<file path="src/rtl/mul_div_unit.sv">
// Iterative HI/LO multiply/divide unit: 32-step shift-add multiply, restoring divide.
// Define MDU_FAST_MUL_EN to finish MULT/MULTU in a single CALC cycle with a combinational product.
module mul_div_unit (
    input  logic        clk,
    input  logic        reset,
    input  logic        start,
    input  logic [1:0]  op,
    input  logic [31:0] a,
    input  logic [31:0] b,
    input  logic        mthi,
    input  logic        mtlo,
    input  logic [31:0] wdata,
    output logic        busy,
    output logic        done,
    output logic [31:0] hi,
    output logic [31:0] lo
);

    // state | meaning
    // IDLE  | waiting for start; mthi/mtlo writes accepted
    // CALC  | one multiply/divide iteration per cycle
    typedef enum logic {IDLE, CALC} state_t;

    state_t      state_q;
    logic [5:0]  cnt_q;
    logic        is_div_q;
    logic        neg_q;
    logic        rneg_q;
    logic        dz_q;
    logic [31:0] mcand_q;
    logic [63:0] acc_q;
    logic [31:0] hi_q;
    logic [31:0] lo_q;
    logic        done_q;

    logic        sgn_d;
    logic        a_neg_d;
    logic        b_neg_d;
    logic [31:0] mag_a_d;
    logic [31:0] mag_b_d;
    logic [32:0] mul_sum;
    logic [63:0] mul_step;
    logic [32:0] div_rem;
    logic        div_ge;
    logic [31:0] div_diff;
    logic [63:0] div_step;
    logic        fast_mul;
    logic [63:0] iter_d;
    logic        last_d;
    logic [63:0] prod_fix;
    logic [31:0] res_hi_d;
    logic [31:0] res_lo_d;

    // Operand magnitudes; signed ops iterate on these and fix signs at the end
    always_comb begin
        sgn_d   = ~op[0];
        a_neg_d = sgn_d & a[31];
        b_neg_d = sgn_d & b[31];
        mag_a_d = a_neg_d ? (32'd0 - a) : a;
        mag_b_d = b_neg_d ? (32'd0 - b) : b;
    end

    // acc_q holds {partial product, multiplier} or {remainder, dividend/quotient}
    always_comb begin
        mul_sum  = {1'b0, acc_q[63:32]} + (acc_q[0] ? {1'b0, mcand_q} : 33'd0);
        mul_step = {mul_sum, acc_q[31:1]};
        div_rem  = acc_q[63:31];
        div_ge   = (div_rem >= {1'b0, mcand_q});
        div_diff = div_rem[31:0] - mcand_q;
        div_step = {(div_ge ? div_diff : div_rem[31:0]), acc_q[30:0], div_ge};
`ifdef MDU_FAST_MUL_EN
        fast_mul = ~is_div_q;
        iter_d   = is_div_q ? div_step : ({32'd0, mcand_q} * {32'd0, acc_q[31:0]});
`else
        fast_mul = 1'b0;
        iter_d   = is_div_q ? div_step : mul_step;
`endif
        last_d   = (cnt_q == 6'd1) | fast_mul;
    end

    // A zero divisor still yields remainder = dividend; only the quotient is forced
    always_comb begin
        prod_fix = neg_q ? (64'd0 - iter_d) : iter_d;
        if (is_div_q) begin
            res_lo_d = dz_q ? 32'hFFFF_FFFF : (neg_q ? (32'd0 - iter_d[31:0]) : iter_d[31:0]);
            res_hi_d = rneg_q ? (32'd0 - iter_d[63:32]) : iter_d[63:32];
        end else begin
            res_lo_d = prod_fix[31:0];
            res_hi_d = prod_fix[63:32];
        end
    end

    always_ff @(posedge clk) begin
        if (reset) begin
            state_q  <= IDLE;
            cnt_q    <= 6'd0;
            is_div_q <= 1'b0;
            neg_q    <= 1'b0;
            rneg_q   <= 1'b0;
            dz_q     <= 1'b0;
            mcand_q  <= 32'd0;
            acc_q    <= 64'd0;
            hi_q     <= 32'd0;
            lo_q     <= 32'd0;
            done_q   <= 1'b0;
        end else begin
            done_q <= 1'b0;
            case (state_q)
                IDLE: begin
                    if (start) begin
                        state_q  <= CALC;
                        cnt_q    <= 6'd32;
                        is_div_q <= op[1];
                        neg_q    <= a_neg_d ^ b_neg_d;
                        rneg_q   <= op[1] & a_neg_d;
                        dz_q     <= op[1] & (b == 32'd0);
                        mcand_q  <= op[1] ? mag_b_d : mag_a_d;
                        acc_q    <= {32'd0, (op[1] ? mag_a_d : mag_b_d)};
                    end else begin
                        if (mthi) hi_q <= wdata;
                        if (mtlo) lo_q <= wdata;
                    end
                end
                CALC: begin
                    acc_q <= iter_d;
                    if (last_d) begin
                        state_q <= IDLE;
                        cnt_q   <= 6'd0;
                        hi_q    <= res_hi_d;
                        lo_q    <= res_lo_d;
                        done_q  <= 1'b1;
                    end else begin
                        cnt_q <= cnt_q - 6'd1;
                    end
                end
                default: state_q <= IDLE;
            endcase
        end
    end

    assign busy = (state_q == CALC);
    assign done = done_q;
    assign hi   = hi_q;
    assign lo   = lo_q;

endmodule
</file>
<file path="config.mk">
export PLATFORM = sky130hd
export DESIGN_NAME = mul_div_unit
export DESIGN_NICKNAME = d
export VERILOG_FILES = /design/src/rtl/mul_div_unit.sv
export SDC_FILE = /design/constraint.sdc
export NUM_CORES = 1
export LEC_CHECK = 0
export ABC_AREA = 1
export ABC_CLOCK_PERIOD_IN_PS = 4900
export BUFFER_PORTS_ARGS = -buffer_cell sky130_fd_sc_hd__clkbuf_2
export CELL_PAD_IN_SITES_DETAIL_PLACEMENT = 1
export CELL_PAD_IN_SITES_GLOBAL_PLACEMENT = 2
export CORE_MARGIN = 5
export CORE_UTILIZATION = 32
export CTS_CLUSTER_SIZE = 30
export DETAILED_ROUTE_END_ITERATION = 10
export PLACE_DENSITY = 0.85
export SLEW_MARGIN = 30
export SYNTH_ARGS = -nofsm -noshare
export SYNTH_HDL_FRONTEND = slang
export SYNTH_SLANG_ARGS = --single-unit
</file>
<file path="constraint.sdc">
create_clock -name clk -period 4.9 [get_ports clk]
set_input_delay 0.245 -clock clk [delete_from_list [all_inputs] [get_ports clk]]
set_output_delay 0.245 -clock clk [all_outputs]
set_load 0.005 [all_outputs]
</file>
==> results.sh, run 1 <==
export IMPL_cts_root_buf="clkbuf_16"
export IMPL_drc_errors=0
export IMPL_rr_worst_depth=31
export IMPL_period_needed_ns=4.58
export IMPL_cts_sinks=172
export IMPL_maxSlewViolCount=0
export IMPL_core_area_sq_um=53600
export IMPL_cp_slowest_stage_delay_ns=0.39
export IMPL_syn_to_final_growth_pct=13.4
export IMPL_rsz0062_at_grt="no"
export IMPL_path_delay_family="simple AND/OR/NAND/NOR gates"
export IMPL_fin_area_sq_um=19600
export IMPL_synth_fp_nets=3197
export IMPL_numCtsBuffers=17
export IMPL_hold_end="lo[25]"
export IMPL_synth_edf_count=0
export IMPL_ctsHoldBuffers=0
export IMPL_rrSetupSlack_ns=0.32
export IMPL_ys_seq_elements=172
export IMPL_cap_violations=0
export IMPL_crit_path_max_fanout=8
export IMPL_critPathLaunchType="flop"
export IMPL_path_clk_slew_ns=0.08
export IMPL_tightest_slew_ns=0.906
export IMPL_ys_async_sr_fraction=0
export IMPL_via_count=21100
export IMPL_r2r_end="hi[12]"
export IMPL_portBuffers=168
export IMPL_grt_pass1_wl_um=135000
export IMPL_syn_inst=3022
export IMPL_fin_skew_ns=0.0182
export IMPL_die_w_um=242
export IMPL_avgSynthCellArea_sq_um=5.71
export IMPL_antenna_found_initial=3
export IMPL_start_util=0.322
export IMPL_clock_path_buffers=2
export IMPL_num_io_pins=169
export IMPL_holdPathStages=3
export IMPL_finalCritPeriodShare=0.934
export IMPL_yosysTopAreaCell="dfxtp_1"
export IMPL_fmax_ghz=0.218
export IMPL_post_dp_cell_area_sq_um=18900
export IMPL_syn_area_sq_um=17200
export IMPL_routed_wl_um=91000
export IMPL_grt_pass1_vias=21400
export IMPL_clk_latency_ns=0.51
export IMPL_setup_violations=0
export IMPL_p_per_area_nw_per_um2=290
export IMPL_cts_htree_levels=4
export IMPL_dr_pass1_iters=5
export IMPL_place_hpwl_um=75300
export IMPL_cts_setup_buffers=0
export IMPL_min_path_type="primary input to flop"
export IMPL_synth_distinct_cells=61
export IMPL_grt_overflow=0
export IMPL_fillCellCount=7376
export IMPL_status="complete, no violations"
export IMPL_finalHoldViolations=0
export IMPL_grt_max_degree=110
export IMPL_vias_per_cell=5.45
export IMPL_place_ws_ns=0.350
export IMPL_slowest_stage="ha_1"
export IMPL_synthTopCellsByArea="dfxtp_1, nand2_1, inv_1"
export IMPL_max_slew_margin=0.395
export IMPL_crit_required_ns=5.30
export IMPL_worst_path_buf_inv=5
export IMPL_cp_arrival_ns=4.98
export IMPL_post_drt_wl_per_cell_um=23.5
export IMPL_vdd_drop_max_uv=156
export IMPL_drt_iter0_drc=1569
export IMPL_r2r_start="mcand_q[7]"
export IMPL_dieArea_sq_um=58600
export IMPL_yosysSeqAreaShare=0.200
export IMPL_yosys_cell_count_top_type="nand2_1"
export IMPL_fin_setup_tns_ns=0
export IMPL_yosys_top_cells_count="nand2_1, inv_1, nor2_1"
export IMPL_setup_slack_ns=0.323
export IMPL_cts_resized_gates=0
export IMPL_yosys_warnings=0
export IMPL_diodes=0
export IMPL_die_height_um=242
export IMPL_place_congestion=0.982
export IMPL_synth_ff_type="dfxtp_1"
export IMPL_cp_common_cell="nand2_2"
export IMPL_holdCritStartpoint="wdata[25]"
export IMPL_track_usage=0.300
export IMPL_synth_top_area_frac=0.200
export IMPL_ant_nets=0
export IMPL_leakagePower_uw=0.0103
export IMPL_cp_end_kind="flop"
export IMPL_drive_above_1_share=0.115
export IMPL_tritoncts="yes"
export IMPL_whs_ns=0.0556
export IMPL_row_count=85
export IMPL_final_nets=3332
export IMPL_final_core_util=0.365
export IMPL_crit_type="flop to flop"
cells by family (layout without fill, tap and decap cells):
logic type               Yosys count  in the layout  share of synthesized area
XOR/XNOR                          77             77                     0.0391
buffers and inverters            593            741                      0.134
AO/OA/AOI/OAI                    559            559                      0.192
adder cells (fa/ha/maj)           72             72                     0.0531
AND/OR/NAND/NOR                 1549           1549                      0.381
flip-flops                       172            172                      0.200
worst max path at each step:
stage	slack [ns]	end	from	cells after the start
2_1_floorplan	1.29	hi[12]	mcand_q[28]	29
3_3_place_gp	0.39	hi[18]	mcand_q[6]	29
3_5_place_dp	0.35	hi[12]	mcand_q[6]	31
4_1_cts	0.34	hi[12]	mcand_q[6]	31
5_1_grt	0.05	hi[22]	mcand_q[8]	30
6_report	0.32	hi[12]	mcand_q[7]	31
layer usage:
metal / share of wire / wire (um) / vias to the layer above / GRT usage
li1: - / - / 10000 / -
met1: 0.44 / 39700 / 10300 / 0.382
met2: 0.47 / 42700 / 606 / 0.504
met3: 0.047 / 4290 / 159 / 0.0452
met4: 0.048 / 4330 / 2 / 0.130
met5: 0.00015 / 14 / - / 0
final cells by class:
type                       instances  area (sq um)  area share
clock inverter                    13           156     0.00800
tap                              696           871      0.0445
timing repair buffer             227          1300      0.0663
inverter                         482          1810      0.0926
clock buffer                      19           464      0.0237
multi-input combinational       2257         11500       0.588
sequential                       172          3450       0.177
sequential cells by signal, indices dropped and copies added (netlist names), 6 cells and up:
register  cells
acc_q        64
cnt_q         6
hi           32
lo           32
mcand_q      32
power by group:
| group | internal (uW) | switching (uW) | total (uW) |
|---|---|---|---|
| combinational | 741 | 1820 | 2560 |
| clock | 773 | 729 | 1500 |
| sequential | 1510 | 106 | 1610 |
placed cells by master, fill, tap and decap left out, types with 13 or more instances in the layout:
cell       count
nor2_2        22
nand4_1       42
a31oi_1       19
nor3_1        28
buf_4         58
o211ai_1      31
clkbuf_16     18
nand3b_1      24
inv_1        458
xor2_1        49
a21oi_1      190
nand2_1      890
clkbuf_2     168
nand3_1      199
nor2_1       284
inv_2         18
ha_1          70
o221ai_1      23
or2_2         13
xnor2_1       28
o21ai_1       27
dfxtp_1      168
a22oi_1       20
o21a_1        15
nand2_2       13
o21ai_0      161
worst min-delay path, cell delays in order:
cell and delay (ns):
clkbuf_2 0.10, nand2_1 0.07, a31oi_1 0.09
metrics by stage:
step	cells	power [uW]
after floorplan	3022	3230
after detailed placement	3834	4140
after global placement	3834	4110
final	3866	5670
after global routing	3866	5990
after CTS	3866	5660
Power figures use the tool's default switching activity.
==> inputs of run 2 (changes only) <==
--- a/config.mk
+++ b/config.mk
@@ -12,8 +12,10 @@
 export CELL_PAD_IN_SITES_GLOBAL_PLACEMENT = 2
 export CORE_MARGIN = 5
 export CORE_UTILIZATION = 32
+export CTS_BUF_LIST = sky130_fd_sc_hd__clkbuf_8
 export CTS_CLUSTER_SIZE = 30
 export DETAILED_ROUTE_END_ITERATION = 10
+export HOLD_SLACK_MARGIN = 0.1
 export PLACE_DENSITY = 0.85
 export SLEW_MARGIN = 30
 export SYNTH_ARGS = -nofsm -noshare
==> results.sh, run 2 (same netlist as run 1, synthesis figures left out) <==
export IMPL_maxSlewViolCount=0
export IMPL_antenna_found_initial=2
export IMPL_fillCellCount=7375
export IMPL_post_drt_wl_per_cell_um=23.5
export IMPL_cp_end_kind="flop"
export IMPL_clock_path_buffers=2
export IMPL_p_per_area_nw_per_um2=272
export IMPL_tritoncts="yes"
export IMPL_grt_max_degree=110
export IMPL_fmax_ghz=0.221
export IMPL_row_count=85
export IMPL_whs_ns=0.140
export IMPL_syn_to_final_growth_pct=14.7
export IMPL_power_uw=5390
export IMPL_grt_overflow=0
export IMPL_num_io_pins=169
export IMPL_cp_slowest_stage_delay_ns=0.39
export IMPL_track_usage=0.302
export IMPL_critPathLaunchType="flop"
export IMPL_clk_latency_ns=0.60
export IMPL_min_path_type="primary input to flop"
export IMPL_setup_violations=0
export IMPL_cp_arrival_ns=5.03
export IMPL_status="complete, no violations"
export IMPL_ant_nets=0
export IMPL_largest_register="acc_q"
export IMPL_crit_type="flop to flop"
export IMPL_diodes=0
export IMPL_max_slew_margin=0.378
export IMPL_cts_root_buf="clkbuf_8"
export IMPL_core_area_sq_um=53600
export IMPL_crit_path_max_fanout=8
export IMPL_cp_common_cell="nand2_2"
export IMPL_routed_wl_um=91900
export IMPL_die_height_um=242
export IMPL_place_congestion=0.982
export IMPL_dieArea_sq_um=58600
export IMPL_rsz0062_at_grt="no"
export IMPL_layout_common_cells="nand2_1, inv_1, nor2_1, nand3_1, a21oi_1"
export IMPL_grt_pass1_wl_um=136000
export IMPL_portBuffers=168
export IMPL_largest_reg_flops=64
export IMPL_numCtsBuffers=17
export IMPL_vias_per_cell=5.47
export IMPL_period_needed_ns=4.53
export IMPL_fin_skew_ns=0.0290
export IMPL_cts_setup_buffers=0
export IMPL_crit_required_ns=5.40
export IMPL_leakagePower_uw=0.0104
export IMPL_slowest_stage="ha_1"
export IMPL_cts_htree_levels=4
export IMPL_path_clk_slew_ns=0.11
export IMPL_drive_above_1_share=0.114
export IMPL_tightest_slew_ns=0.932
export IMPL_post_dp_cell_area_sq_um=18900
export IMPL_fin_area_sq_um=19800
export IMPL_cap_violations=0
export IMPL_die_w_um=242
export IMPL_start_util=0.322
export IMPL_dr_pass1_iters=6
export IMPL_via_count=21400
export IMPL_grt_pass1_vias=21600
export IMPL_place_hpwl_um=75300
export IMPL_final_common_cell="nand2_1"
export IMPL_vdd_drop_max_uv=142
export IMPL_fin_setup_tns_ns=0
export IMPL_finalHoldViolations=0
export IMPL_drc_errors=0
export IMPL_cts_sinks=172
export IMPL_final_nets=3372
export IMPL_finalCritPeriodShare=0.925
export IMPL_drt_iter0_drc=1594
run 2: cell count changes in the layout (fill, tap and decap cells not counted), sizes merged:
| cell | before | now |
|---|---|---|
| clkbuf | 187 | 186 |
| bufinv | 1 | 2 |
| dlygate4sd3 | 0 | 40 |
run 2: area by class of cell:
cell class                 instances  area, sq um  area share
multi-input combinational       2257        11500       0.582
timing repair buffer             267         1700      0.0858
clock inverter                    14          186     0.00943
inverter                         482         1810      0.0916
sequential                       172         3450       0.175
tap                              696          871      0.0440
clock buffer                      18          248      0.0125
run 2: worst max-delay path: cells and delay by family, from the launching register on:
| kind | cells | cell delay (ns) |
|---|---|---|
| adders and majority gates | 2 | 0.58 |
| buffers and inverters | 5 | 0.38 |
| DFF | 1 | 0.38 |
| and+or+nand+nor | 21 | 2.52 |
| AOI/OAI and AO/OA | 3 | 0.57 |
run 2: where the power goes:
group	switching, uW	internal [uW]	total [uW]	leakage, uW
clock network	694	495	1190	0.000219
registers	105	1510	1610	0.00141
logic	1820	762	2590	0.00878
total	2620	2770	5390	0.0104
run 2: metal layers:
metal / global-route usage / vias to the layer above / wire length [um]
met5: 0 / - / 13
met4: 0.129 / 2 / 4190
met3: 0.0446 / 165 / 4830
met2: 0.511 / 671 / 43400
met1: 0.385 / 10400 / 39500
li1: - / 10100 / -
run 2: final timing paths:
path                            cells after the start       start         to  slack, ns
worst min register to register                      2    cnt_q[1]   cnt_q[1]       0.50
worst max register to register                     31  mcand_q[7]     hi[12]       0.37
worst min-delay path                                6       b[29]  acc_q[29]       0.14
worst max-delay path                               31  mcand_q[7]     hi[12]       0.37
run 2: timing repair:
action | CTS | global route
endpoints found under the hold margin | 55 | 0
hold buffers | 40 | 0
gates resized for setup | 0 | 2
setup endpoints to repair | 0 | 9
run 2: metrics by stage:
stage / worst slack, ns / util / cells
6_report: 0.368 / 0.369 / 3906
3_5_place_dp: 0.350 / 0.353 / 3834
5_1_grt: 0.0281 / 0.369 / 3906
3_3_place_gp: 0.385 / 0.353 / 3834
2_1_floorplan: 1.29 / - / 3022
4_1_cts: 0.335 / 0.369 / 3906
==> inputs of run 3 (changes only) <==
--- a/config.mk
+++ b/config.mk
@@ -7,7 +7,7 @@
 export LEC_CHECK = 0
 export ABC_AREA = 1
 export ABC_CLOCK_PERIOD_IN_PS = 4900
-export BUFFER_PORTS_ARGS = -buffer_cell sky130_fd_sc_hd__clkbuf_2
+export BUFFER_PORTS_ARGS = -buffer_cell sky130_fd_sc_hd__buf_4
 export CELL_PAD_IN_SITES_DETAIL_PLACEMENT = 1
 export CELL_PAD_IN_SITES_GLOBAL_PLACEMENT = 2
 export CORE_MARGIN = 5
==> results.sh, run 3 (same netlist as run 1, synthesis figures left out) <==
export IMPL_status="complete, no violations"
export IMPL_fillCellCount=7346
export IMPL_r2r_start="mcand_q[28]"
export IMPL_critPathLaunchType="flop"
export IMPL_final_core_util=0.374
export IMPL_fin_skew_ns=0.0150
export IMPL_holdPathStages=6
export IMPL_drt_iter0_drc=1628
export IMPL_fin_setup_tns_ns=0
export IMPL_ant_nets=0
export IMPL_holdCritStartpoint="b[26]"
export IMPL_portBuffers=168
export IMPL_crit_path_max_fanout=5
export IMPL_row_count=85
export IMPL_diodes=0
export IMPL_clk_latency_ns=0.59
export IMPL_drc_errors=0
export IMPL_routed_wl_um=94100
export IMPL_numCtsBuffers=17
export IMPL_crit_required_ns=5.40
export IMPL_setup_violations=0
export IMPL_grt_overflow=0
export IMPL_hold_end="acc_q[26]"
export IMPL_cts_setup_buffers=0
export IMPL_grt_pass1_wl_um=138000
export IMPL_r2r_end="hi[12]"
export IMPL_dr_pass1_iters=5
export IMPL_final_nets=3365
export IMPL_cp_common_cell="nand2_2"
export IMPL_drive_above_1_share=0.112
export IMPL_slowest_stage="ha_1"
export IMPL_dieArea_sq_um=58600
export IMPL_rrSetupSlack_ns=0.36
export IMPL_num_io_pins=169
export IMPL_post_dp_cell_area_sq_um=19300
export IMPL_cp_end_kind="flop"
export IMPL_intPower_uw=2730
export IMPL_power_frac_comb=0.494
export IMPL_cp_arrival_ns=5.04
export IMPL_finalHoldViolations=0
export IMPL_final_common_cell="nand2_1"
export IMPL_min_path_type="primary input to flop"
export IMPL_swShare=0.489
export IMPL_rr_worst_depth=29
export IMPL_rsz0062_at_grt="no"
export IMPL_largest_reg_flops=64
export IMPL_leakagePower_uw=0.0105
export IMPL_core_area_sq_um=53600
export IMPL_tightest_slew_ns=1.02
export IMPL_largest_register="acc_q"
export IMPL_syn_to_final_growth_pct=16.4
export IMPL_fmax_ghz=0.220
export IMPL_place_hpwl_um=76900
export IMPL_p_sw_uw=2610
export IMPL_maxSlewViolCount=0
export IMPL_grt_pass1_vias=21800
export IMPL_p_seq_frac=0.305
export IMPL_tritoncts="yes"
export IMPL_clock_power_share=0.201
export IMPL_finalCritPeriodShare=0.927
export IMPL_crit_type="flop to flop"
export IMPL_layout_common_cells="nand2_1, inv_1, nor2_1, buf_4, nand3_1"
export IMPL_vias_per_cell=5.44
export IMPL_max_slew_margin=0.318
export IMPL_fin_cells=3898
export IMPL_cp_slowest_stage_delay_ns=0.38
export IMPL_track_usage=0.309
export IMPL_die_w_um=242
export IMPL_cap_violations=0
export IMPL_vdd_drop_max_uv=159
export IMPL_path_clk_slew_ns=0.11
export IMPL_period_needed_ns=4.54
export IMPL_place_congestion=1.01
export IMPL_cts_sinks=172
export IMPL_dp_cells=3829
export IMPL_die_height_um=242
export IMPL_start_util=0.322
export IMPL_fin_area_sq_um=20100
export IMPL_grt_max_degree=73
export IMPL_cts_htree_levels=4
export IMPL_clock_path_buffers=2
export IMPL_cts_root_buf="clkbuf_8"
export IMPL_antenna_found_initial=0
export IMPL_via_count=21200
export IMPL_post_drt_wl_per_cell_um=24.1
export IMPL_p_per_area_nw_per_um2=266
[run 3: cell types whose count changed in the layout (fill, tap and decap cells not counted), moves of 2 or more]
| cell | before | now |
|---|---|---|
| buf_4 | 58 | 222 |
| clkbuf_2 | 168 | 0 |
| clkinv_2 | 2 | 4 |
| clkinv_4 | 1 | 3 |
| dlygate4sd3_1 | 40 | 38 |
| inv_8 | 6 | 2 |
[run 3: worst max-delay path by stage]
stage / slack, ns / to / from / depth (start not counted)
2_1_floorplan: 1.29 / hi[12] / mcand_q[28] / 29
3_3_place_gp: 0.48 / hi[12] / acc_q[46] / 30
3_5_place_dp: 0.35 / hi[12] / mcand_q[6] / 31
4_1_cts: 0.33 / hi[12] / mcand_q[6] / 31
5_1_grt: 0.03 / hi[12] / mcand_q[6] / 32
6_report: 0.36 / hi[12] / mcand_q[28] / 29
[run 3: routing by layer]
metal,wire length [um],vias to the layer above,part of all wire,global-route usage
li1,-,10100,-,-
met1,39900,10300,0.42,0.387
met4,4630,0,0.049,0.140
met2,44400,668,0.47,0.524
met5,0,-,0,0
met3,5190,168,0.055,0.0495
[run 3: layout make-up]
class	count	area (sq um)	area share
inverters	482	1810	0.0903
well taps	696	871	0.0434
flip-flops and latches	172	3450	0.172
multi-input cells	2257	11500	0.574
clock buffers	17	234	0.0117
repair buffers	260	2050	0.102
clock inverters	14	134	0.00667
[run 3: timing repair]
action / in CTS / in global routing
hold endpoints to repair: 52 / 0
hold buffers: 38 / 0
setup endpoints to repair: 0 / 11
resized for setup: 0 / 3
[run 3: power by group through the flow]
| stage | Clock, uW | Combinational, uW | Sequential [uW] |
|---|---|---|---|
| after global routing | 1140 | 2870 | 1640 |
| final | 1070 | 2630 | 1630 |
| after CTS | 1090 | 2590 | 1620 |
| after global placement | 0 | 2510 | 1650 |
| after detailed placement | 0 | 2550 | 1650 |
| after floorplan | 0 | 1630 | 1600 |
[run 3: per-stage QoR]
stage / setup WS (ns) / hold slack [ns] / power [uW]
6_report: 0.356 / 0.130 / 5330
5_1_grt: 0.0313 / 0.125 / 5650
4_1_cts: 0.332 / 0.100 / 5300
3_5_place_dp: 0.349 / 0.495 / 4210
3_3_place_gp: 0.478 / 0.477 / 4170
2_1_floorplan: 1.29 / 0.404 / 3230
[run 3: critical path, delay by kind of cell (launching register included)]
kind | cells | cell delay, ns
and+or+nand+nor | 19 | 2.29
AOI/OAI and AO/OA | 4 | 0.91
adders and majority gates | 2 | 0.57
DFF | 1 | 0.35
buffers and inverters | 4 | 0.31
